$ cat src/rtl/conv_layer_calc_pkg.sv
// Shared constants and helpers for the convolution dot-product block:
// kernel-size to accumulator-extension mapping and result-width helper.
package conv_layer_calc_pkg;

   localparam int DEF_KERNEL = 7;
   localparam int DEF_N      = 4;
   localparam int DEF_M      = 4;

   // Extension bits that make a KERNEL*KERNEL-term sum overflow-free;
   // -1 marks an unsupported kernel size.
   function automatic int kernel_ext(input int kernel);
      case (kernel)
         1:       return 0;
         3:       return 3;
         5:       return 5;
         7:       return 6;
         default: return -1;
      endcase
   endfunction

   function automatic bit kernel_legal(input int kernel);
      return kernel_ext(kernel) >= 0;
   endfunction

   // Width of the signed dot-product result.
   function automatic int result_width(input int n, input int m, input int e);
      return n + m + e;
   endfunction

endpackage

$ cat src/rtl/conv_layer_calc_if.sv
// Window/weight input bus and result output bus of conv_layer_calc.
interface conv_layer_calc_if #(
   parameter int KERNEL = 7,
   parameter int N      = 4,
   parameter int M      = 4,
   parameter int E      = 6
);
   import conv_layer_calc_pkg::*;

   localparam int T  = KERNEL * KERNEL;
   localparam int RW = result_width(N, M, E);

   logic [T*N-1:0] data2conv;
   logic           en_in;
   logic [T*M-1:0] w;
   logic [RW-1:0]  d_out;
   logic           en_out;

   modport master (output data2conv, en_in, w, input d_out, en_out);
   modport slave  (input data2conv, en_in, w, output d_out, en_out);

endinterface

$ cat src/rtl/conv_layer_calc_carry_save_adder.sv
// Sums T signed W-bit terms into a W+E bit result using a chain of 3:2
// compressors followed by one carry-propagate add; wraps modulo 2^(W+E).
module carry_save_adder #(
   parameter int T = 9,
   parameter int E = 3,
   parameter int W = 8
) (
   input  logic [T*W-1:0] terms,
   output logic [W+E-1:0] sum
);
   localparam int RW = W + E;

   logic [RW-1:0] ext [T];

   // Sign-extend every term to the result width before compression.
   generate
      for (genvar gi = 0; gi < T; gi++) begin : g_ext
         assign ext[gi] = RW'($signed(terms[gi*W +: W]));
      end
   endgenerate

   // Carry-save reduction: keep a redundant (sum, carry) pair, fold one term per step.
   always_comb begin
      logic [RW-1:0] s_acc;
      logic [RW-1:0] c_acc;
      logic [RW-1:0] c_new;
      s_acc = ext[0];
      c_acc = '0;
      c_new = '0;
      for (int i = 1; i < T; i++) begin
         c_new = ((s_acc & c_acc) | (s_acc & ext[i]) | (c_acc & ext[i])) << 1;
         s_acc = s_acc ^ c_acc ^ ext[i];
         c_acc = c_new;
      end
      sum = s_acc + c_acc;
   end

endmodule

$ cat src/rtl/conv_layer_calc.sv
// Two-stage pipelined signed dot product of a KERNEL x KERNEL window with
// its weights: stage 1 registers the products, stage 2 registers the sum.
module conv_layer_calc
   import conv_layer_calc_pkg::*;
#(
   parameter int KERNEL = DEF_KERNEL,
   parameter int E      = 6,
   parameter int N      = DEF_N,
   parameter int M      = DEF_M
) (
   input logic               clk,
   input logic               rst,
   conv_layer_calc_if.slave  bus
);
   localparam int T  = KERNEL * KERNEL;
   localparam int W  = N + M;
   localparam int RW = result_width(N, M, E);

   generate
      if (!kernel_legal(KERNEL)) begin : g_bad_kernel
         $error("conv_layer_calc: KERNEL must be 1, 3, 5 or 7");
      end
   endgenerate

   logic [T*W-1:0] prod_flat;
   logic [RW-1:0]  sum_comb;
   logic [RW-1:0]  sum_reg;
   logic           valid1;
   logic           valid2;

   generate
      for (genvar gi = 0; gi < T; gi++) begin : g_mul
         logic signed [W-1:0] d_ext;
         logic signed [W-1:0] w_ext;
         logic signed [W-1:0] prod_reg;

         assign d_ext = W'($signed(bus.data2conv[gi*N +: N]));
         assign w_ext = W'($signed(bus.w[gi*M +: M]));

         // Stage 1: capture this tap's product only on a valid input cycle.
         always_ff @(posedge clk or negedge rst) begin
            if (!rst)
               prod_reg <= '0;
            else if (bus.en_in)
               prod_reg <= d_ext * w_ext;
         end

         assign prod_flat[gi*W +: W] = prod_reg;
      end
   endgenerate

   carry_save_adder #(
      .T (T),
      .E (E),
      .W (W)
   ) u_csa (
      .terms (prod_flat),
      .sum   (sum_comb)
   );

   // Valid pipeline: en_in delayed by two edges, flushed by reset.
   always_ff @(posedge clk or negedge rst) begin
      if (!rst) begin
         valid1 <= 1'b0;
         valid2 <= 1'b0;
      end else begin
         valid1 <= bus.en_in;
         valid2 <= valid1;
      end
   end

   // Stage 2: register the sum only when stage 1 holds fresh products.
   always_ff @(posedge clk or negedge rst) begin
      if (!rst)
         sum_reg <= '0;
      else if (valid1)
         sum_reg <= sum_comb;
   end

   assign bus.d_out  = sum_reg;
   assign bus.en_out = valid2;

endmodule

$ cat src/flat_wrapper.sv
// flat-port wrapper written by rule: the top's interface ports become plain ports
module conv_layer_calc_flat import conv_layer_calc_pkg::*;
#(
   parameter int KERNEL = DEF_KERNEL,
   parameter int E      = 6,
   parameter int N      = DEF_N,
   parameter int M      = DEF_M
)
  (clk, rst, bus_data2conv, bus_en_in, bus_w, bus_d_out, bus_en_out);
  conv_layer_calc_if #(.KERNEL(KERNEL), .N(N), .M(M), .E(E)) bus_i ();
  input logic clk;
  input logic rst;
  input wire logic [$bits(bus_i.data2conv)-1:0] bus_data2conv;
  input wire logic [$bits(bus_i.en_in)-1:0] bus_en_in;
  input wire logic [$bits(bus_i.w)-1:0] bus_w;
  output wire logic [$bits(bus_i.d_out)-1:0] bus_d_out;
  output wire logic [$bits(bus_i.en_out)-1:0] bus_en_out;
  assign bus_i.data2conv = bus_data2conv;
  assign bus_i.en_in = bus_en_in;
  assign bus_i.w = bus_w;
  assign bus_d_out = bus_i.d_out;
  assign bus_en_out = bus_i.en_out;
  conv_layer_calc #(.KERNEL(KERNEL), .E(E), .N(N), .M(M)) u_core (.clk(clk), .rst(rst), .bus(bus_i));
endmodule
$ cat config.mk
export PLATFORM = sky130hd
export DESIGN_NAME = conv_layer_calc_flat
export DESIGN_NICKNAME = d
export VERILOG_FILES = /design/src/rtl/conv_layer_calc_pkg.sv /design/src/rtl/conv_layer_calc_if.sv /design/src/rtl/conv_layer_calc_carry_save_adder.sv /design/src/rtl/conv_layer_calc.sv /design/src/flat_wrapper.sv
export SDC_FILE = /design/constraint.sdc
export NUM_CORES = 2
export LEC_CHECK = 0
export ABC_AREA = 1
export CAP_MARGIN = 25
export CORE_MARGIN = 8
export CORE_UTILIZATION = 47
export DETAILED_ROUTE_END_ITERATION = 8
export GPL_TIMING_DRIVEN = 0
export HOLD_SLACK_MARGIN = 0.1
export PLACE_DENSITY_LB_ADDON = 0.2
export SYNTH_ARGS = -nofsm -noshare
export SYNTH_HDL_FRONTEND = slang
export SYNTH_SLANG_ARGS = --single-unit
$ cat constraint.sdc
create_clock -name clk -period 27.3 [get_ports clk]
set_clock_uncertainty 0.05 [all_clocks]
set_input_delay 5.46 -clock clk [delete_from_list [all_inputs] [get_ports clk]]
set_output_delay 5.46 -clock clk [all_outputs]
set_load 0.05 [all_outputs]
* Yosys cells after proc, flatten, opt, wreduce, memory -nomap -nowiden
Index checks and enable logic that the tools add are counted.
Cells by class: add/subtract/negate cells 1, $mul 49, bitwise logic cells 331
Operators with widths (number):
- 13-bit AND | 142
- 14-bit XOR | 95
- 13-bit bitwise OR | 94
- 4-bit by 4-bit multiplier with 8-bit output | 49
- 14-bit adder | 1
Storage, ports and cells: register bits 408, input port bits 395, output and inout port bits 15, logic and storage cells 433

* Depth between registers and ports, before layout
depth in word-level cells 143, gate-level depth with buffers 71, gate-level depth less buffers 71

* Modules after synthesis
Synthesis repeated with hierarchy kept, for this count alone.
Second synthesis, totals: cell total of the unflattened synthesis 7020, area total of the unflattened synthesis 59091.7 um2
By module, submodules not included:
- conv_layer_calc | times used 1, cells each 5954, area an instance 45010.7 um2, sequential area each 10209.8 um2
- carry_save_adder | times used 1, cells each 1066, area an instance 14081.0 um2, sequential area each 0.0 um2

* Least setup slack after synthesis
OpenSTA, ideal clock, no wires.
path kind flip-flop to flip-flop, from register u_core.g_mul[1].prod_reg[7], to register u_core.sum_reg[12], in the netlist u_core.bus.d_out[12], library setup time 0.118 ns, data arrival time 23.798 ns, slack 3.334 ns, cell stages (with the launch flop) 64, buffers on the path 0, period minus slack after synthesis 23.966 ns, cells stage by stage dfrtp_1 -> inv_1 -> ha_1 -> inv_1 -> fa_1 -> inv_1 -> fa_1 -> fa_1 -> fa_1 -> fa_1 -> fa_1 -> fa_1 -> fa_1 -> fa_1 -> fa_1 -> fa_1 -> fa_1 -> fa_1 -> [... 28 more ...] -> fa_1 -> fa_1 -> fa_1 -> fa_1 -> inv_1 -> fa_1 -> fa_1 -> inv_1 -> ha_1 -> a21oi_1 -> o21ai_0 -> a21oi_1 -> o21ai_1 -> a21oi_1 -> o21bai_1 -> or2_1 -> nand3_1 -> nand2_1
On the way: word-level cells in the longest chain between the ends 101
RTL lines:
- start, declared | RTL line conv_layer_calc.sv:35 | logic signed [W-1:0] prod_reg;
- start signal, assigned | RTL line conv_layer_calc.sv:45 | prod_reg <= d_ext * w_ext;
- 14-bit XOR | RTL line conv_layer_calc_carry_save_adder.sv:32 | s_acc = s_acc ^ c_acc ^ ext[i];
- 13-bit AND or 14-bit XOR (tied branches) | RTL line conv_layer_calc_carry_save_adder.sv:31, conv_layer_calc_carry_save_adder.sv:32
- 13-bit bitwise OR or 14-bit XOR (tied branches) | RTL line conv_layer_calc_carry_save_adder.sv:31, conv_layer_calc_carry_save_adder.sv:32
- 13-bit bitwise OR (tied with other cells) | RTL line conv_layer_calc_carry_save_adder.sv:31 | c_new = ((s_acc & c_acc) | (s_acc & ext[i]) | (c_acc & ext[i])) << 1;
- 13-bit AND (tied with other cells) | RTL line conv_layer_calc_carry_save_adder.sv:31
- 13-bit bitwise OR (tied with other cells) (2 in series) | RTL line conv_layer_calc_carry_save_adder.sv:31
- 13-bit AND (tied with other cells) | RTL line conv_layer_calc_carry_save_adder.sv:31
- 13-bit bitwise OR (tied with other cells) (2 in series) | RTL line conv_layer_calc_carry_save_adder.sv:31
- 13-bit AND (tied with other cells) | RTL line conv_layer_calc_carry_save_adder.sv:31
- 13-bit bitwise OR (tied with other cells) (2 in series) | RTL line conv_layer_calc_carry_save_adder.sv:31
- 13-bit AND (tied with other cells) | RTL line conv_layer_calc_carry_save_adder.sv:31
- 13-bit bitwise OR (tied with other cells) (2 in series) | RTL line conv_layer_calc_carry_save_adder.sv:31
- 14-bit XOR (tied with other cells) (80 in series) | RTL line conv_layer_calc_carry_save_adder.sv:32
- 14-bit XOR or 13-bit bitwise OR (tied branches) | RTL line conv_layer_calc_carry_save_adder.sv:32, conv_layer_calc_carry_save_adder.sv:31
- 14-bit XOR (tied with other cells) | RTL line conv_layer_calc_carry_save_adder.sv:32
- 14-bit XOR or 13-bit bitwise OR (tied branches) (2 in series) | RTL line conv_layer_calc_carry_save_adder.sv:32, conv_layer_calc_carry_save_adder.sv:31
- 14-bit adder (*) | RTL line conv_layer_calc_carry_save_adder.sv:35 | sum = s_acc + c_acc;
- end signal, assigned | RTL line conv_layer_calc.sv:77 | sum_reg <= sum_comb;
- end, declared | RTL line conv_layer_calc.sv:27 | logic [RW-1:0] sum_reg;
Mark *: on every way between the ends. The rest lies on a longest branch, timed or not. A chain may end at the register's enable or synchronous reset.

* Final worst setup path
from register u_core.g_mul[1].prod_reg[1], to register u_core.sum_reg[11], in the netlist u_core.bus.d_out[11]
On the way: word-level cells in the longest chain between the ends 106
RTL lines (RTL line):
- 14-bit XOR | conv_layer_calc_carry_save_adder.sv:32
- 13-bit AND or 14-bit XOR (tied branches) | conv_layer_calc_carry_save_adder.sv:31, conv_layer_calc_carry_save_adder.sv:32
- 13-bit bitwise OR or 14-bit XOR (tied branches) | conv_layer_calc_carry_save_adder.sv:31, conv_layer_calc_carry_save_adder.sv:32
- 13-bit bitwise OR (tied with other cells) | conv_layer_calc_carry_save_adder.sv:31
- 13-bit AND (tied with other cells) | conv_layer_calc_carry_save_adder.sv:31
- 13-bit bitwise OR (tied with other cells) (2 in series) | conv_layer_calc_carry_save_adder.sv:31
- 13-bit AND (tied with other cells) | conv_layer_calc_carry_save_adder.sv:31
- 13-bit bitwise OR (tied with other cells) (2 in series) | conv_layer_calc_carry_save_adder.sv:31
- [... 16 more ...]
- 13-bit bitwise OR (tied with other cells) (2 in series) | conv_layer_calc_carry_save_adder.sv:31
- 13-bit AND (tied with other cells) | conv_layer_calc_carry_save_adder.sv:31
- 13-bit bitwise OR (tied with other cells) (2 in series) | conv_layer_calc_carry_save_adder.sv:31
- 14-bit XOR (tied with other cells) (70 in series) | conv_layer_calc_carry_save_adder.sv:32
- 14-bit XOR or 13-bit bitwise OR (tied branches) | conv_layer_calc_carry_save_adder.sv:32, conv_layer_calc_carry_save_adder.sv:31
- 14-bit XOR (tied with other cells) | conv_layer_calc_carry_save_adder.sv:32
- 14-bit XOR or 13-bit bitwise OR (tied branches) (2 in series) | conv_layer_calc_carry_save_adder.sv:32, conv_layer_calc_carry_save_adder.sv:31
- 14-bit adder (*) | conv_layer_calc_carry_save_adder.sv:35
Marked as above.

==> metrics.md <==
| Metric | Value |
|---|---|
| Clock transition at the register clock pins on the worst setup and hold paths after CTS | 0.06 ns |
| Post-route DRC | 0 |
| NumNets Final | 8598 |
| DR top layer | met5 |
| Buffers on Ports | 409 |
| Overall overflow remaining after global route | 0 |
| Cell taking the most area after synthesis | fa_1 |
| Cell types with the largest area share after synthesis | fa_1 (35%), dfrtp_1 (18%), ha_1 (15%) |
| Chip width | 362 um |
| Hpwl dp | 124 mm |
| Die ar. | 131000 um2 |
| Path category of the worst min-delay check | flip-flop to flip-flop |
| Inserted Clock Buffers | 51 |
| Depth of the worst hold-timing path | 2 |
| DRT Pass-1 Iters | 5 |
| Setup repair after global routing missed its margin | no |
| Final Hold Fails | 0 |
| Count of flip-flops with a built-in enable after synthesis | 0 |
| I/O pins | 410 |
| Cell with the most instances after synthesis | nand2_1 |
| Number of sinks handled by clock tree synthesis | 408 |
| Crit Path Max Fanout | 3 |
| Maximum clock rate | 38.3 MHz |
| Crit Path Category | flip-flop to flip-flop |
| Overall via count from detail_route | 39600 |
| Height of the die | 362 um |
| Placed standard-cell area | 62700 um2 |
| Number of synthesis warnings | 0 |
| Routed met3 length | 7.80 mm |
| Starting Density | 47.2% |
| FF+latch count, synth | 408 |
| Tmin final | 26.14 ns |
| H-tree depth | 2 |
| Post-route clock period utilization | 95.8% |
| Cts hold-fix bufs | 0 |
| Last weighted congestion value of the routability-driven placer | 0.880 |
| Mapped Cells | 6081 |
| Async S/R FF share, synth | 100% |
| Total length of routed wires | 143 mm |
| Arrival time of data at the critical path endpoint | 26.56 ns |
| Depth of the worst register-to-register path | 60 |
| Via count of the first global-routing pass | 43500 |
| Wire length per cell after detailed routing | 17.4 um |
| Max-slew violations | 0 |
| Row count | 127 |
| Max-slew headroom | 30.0% |
| Run status | complete, no violations |
| Area added between synthesis and finish | 14.4% |
| Setup TNS | 0 ns |
| Cell chosen for the clock root | clkbuf_16 |
| Post-Route Hold Slack | 0.434 ns |
| Detail-routed via count per cell | 4.82 |
| Actual slew at the worst max-slew pin | 1.05 ns |
| Total of cells resized after clock tree synthesis | 0 |
| Fraction of layout instances using a drive strength above 1 | 4.16% |
| Antenna violation net count after detailed routing | 0 |
| Buffers from clock root to sink, at most | 3 |
| Distinct cells, synth | 28 |
| Predominant post-synthesis flop cell | dfrtp_1 |
| Count of final setup violators | 0 |
| Pin count of the biggest net entering global routing | 113 |
| Antenna violations before repair | 24 |
| Sequential cell area fraction in the yosys report | 18.1% |
| Latest clock arrival within the worst-skew pair | 0.61 ns |
| Wl on met1 | 62.3 mm |
| Library cell contributing the largest single delay on the critical path | fa_1 |
| Netlist Area Pre-Place | 56400 um2 |
| Most common library cells after synthesis | nand2_1 (1471), inv_1 (1337), fa_1 (995) |
| Global-route wire length before repair | 233 mm |
| Max incr delay on CP | 0.63 ns |
| Share of the synthesized area in the top cell type | 35.3% |
| Syn_nets | 8127 |
| Mean area per synthesized cell | 9.27 um2 |
| Startpoint kind of the worst setup timing path | flip-flop |
| Flip-flop count of the largest register, all copies and words added | 392 |
| Design Area, Final | 64500 um2 |
| DRC violation total after the first TritonRoute iteration | 1876 |
| Number of maximum-capacitance violations | 0 |
| Clock tree from TritonCTS | built |
| Buffer count from post-CTS setup fixing | 0 |
| GRT Resource Usage Total | 22.4% |
| Met2 WL | 69.3 mm |
| Core Area | 119000 um2 |
| Nature of the critical path endpoint | flip-flop |
| Critical Path Most Common Cell | fa_1 |
| Required time worst endpoint | 27.72 ns |
[metrics by stage]
stage | std cells | util [%] | setup slack (ns)
after floorplan | 6081 | - | 3.33
after global placement | 8102 | 52.3 | 1.21
after detailed placement | 8111 | 52.4 | 1.26
after CTS | 8202 | 54.0 | 1.07
after global routing | 8209 | 54.0 | 0.519
final | 8219 | 54.0 | 1.16
[path summary, 6_finish.rpt]
check,from,to,slack (ns)
max,u_core.g_mul[1].prod_reg[1],u_core.bus.d_out[11],1.16
min,u_core.g_mul[2].prod_reg[6],u_core.g_mul[2].prod_reg[6],0.43
max reg2reg,u_core.g_mul[1].prod_reg[1],u_core.bus.d_out[11],1.16
min reg2reg,u_core.g_mul[2].prod_reg[6],u_core.g_mul[2].prod_reg[6],0.43
max in group asynchronous,rst,u_core.g_mul[0].prod_reg[0],20.83
min in group asynchronous,rst,u_core.g_mul[22].prod_reg[1],4.80
[cell families after synthesis]
logic type / synth area share (%)
flip-flops: 18.1
AND/OR/NAND/NOR: 13.2
buffers and inverters: 9.53
AO/OA/AOI/OAI: 3.82
XOR/XNOR: 5.50
adder cells (fa/ha/maj): 49.9
[cells in the final DEF (no fill, tap or decap), drive strengths merged]
cell / instances
clkdlybuf4s50: 408
inv: 1341
o21ai: 306
nand3b: 13
nand4: 1
xor2: 164
o211ai: 1
nor3: 1
nor2: 46
a31oi: 3
dfrtp: 408
clkinv: 8
nand3: 119
or2: 158
clkinvlp: 3
xnor2: 189
o31ai: 2
clkbuf: 146
fa: 995
ha: 656
buf: 24
a21oi: 112
nand2: 1477
bufinv: 7
diode: 17
o21bai: 2
[worst max-delay path: cells and delay by family, from the launching register on]
| family | cells | cell delay (ns) |
|---|---|---|
| AO/OA/AOI/OAI | 4 | 0.54 |
| flip-flops | 1 | 0.39 |
| XOR/XNOR | 1 | 0.26 |
| adder cells (fa/ha/maj) | 50 | 24.28 |
| buffers and inverters | 5 | 0.44 |
[metal layers]
| layer | GRT usage (%) | vias to the layer above |
|---|---|---|
| li1 | - | 19100 |
| met4 | 5.30 | 12 |
| met1 | 29.9 | 19600 |
| met5 | 0 | - |
| met2 | 38.0 | 719 |
| met3 | 3.85 | 168 |
[final cells by class]
| type | count | area (um2) |
|---|---|---|
| Fill cell | 11100 | 55000 |
| Tap cell | 1612 | 2020 |
| Sequential cell | 408 | 10200 |
| Multi-Input combinational cell | 4245 | 40800 |
| Antenna cell | 17 | 42.5 |
| Timing Repair Buffer | 418 | 4270 |
| Clock buffer | 71 | 1500 |
| Inverter | 1339 | 5030 |
| Clock inverter | 20 | 309 |
| Buffer | 89 | 349 |
Power is not shown: default switching activity piles up to over one toggle a cycle in this logic, so the estimate is an artifact.
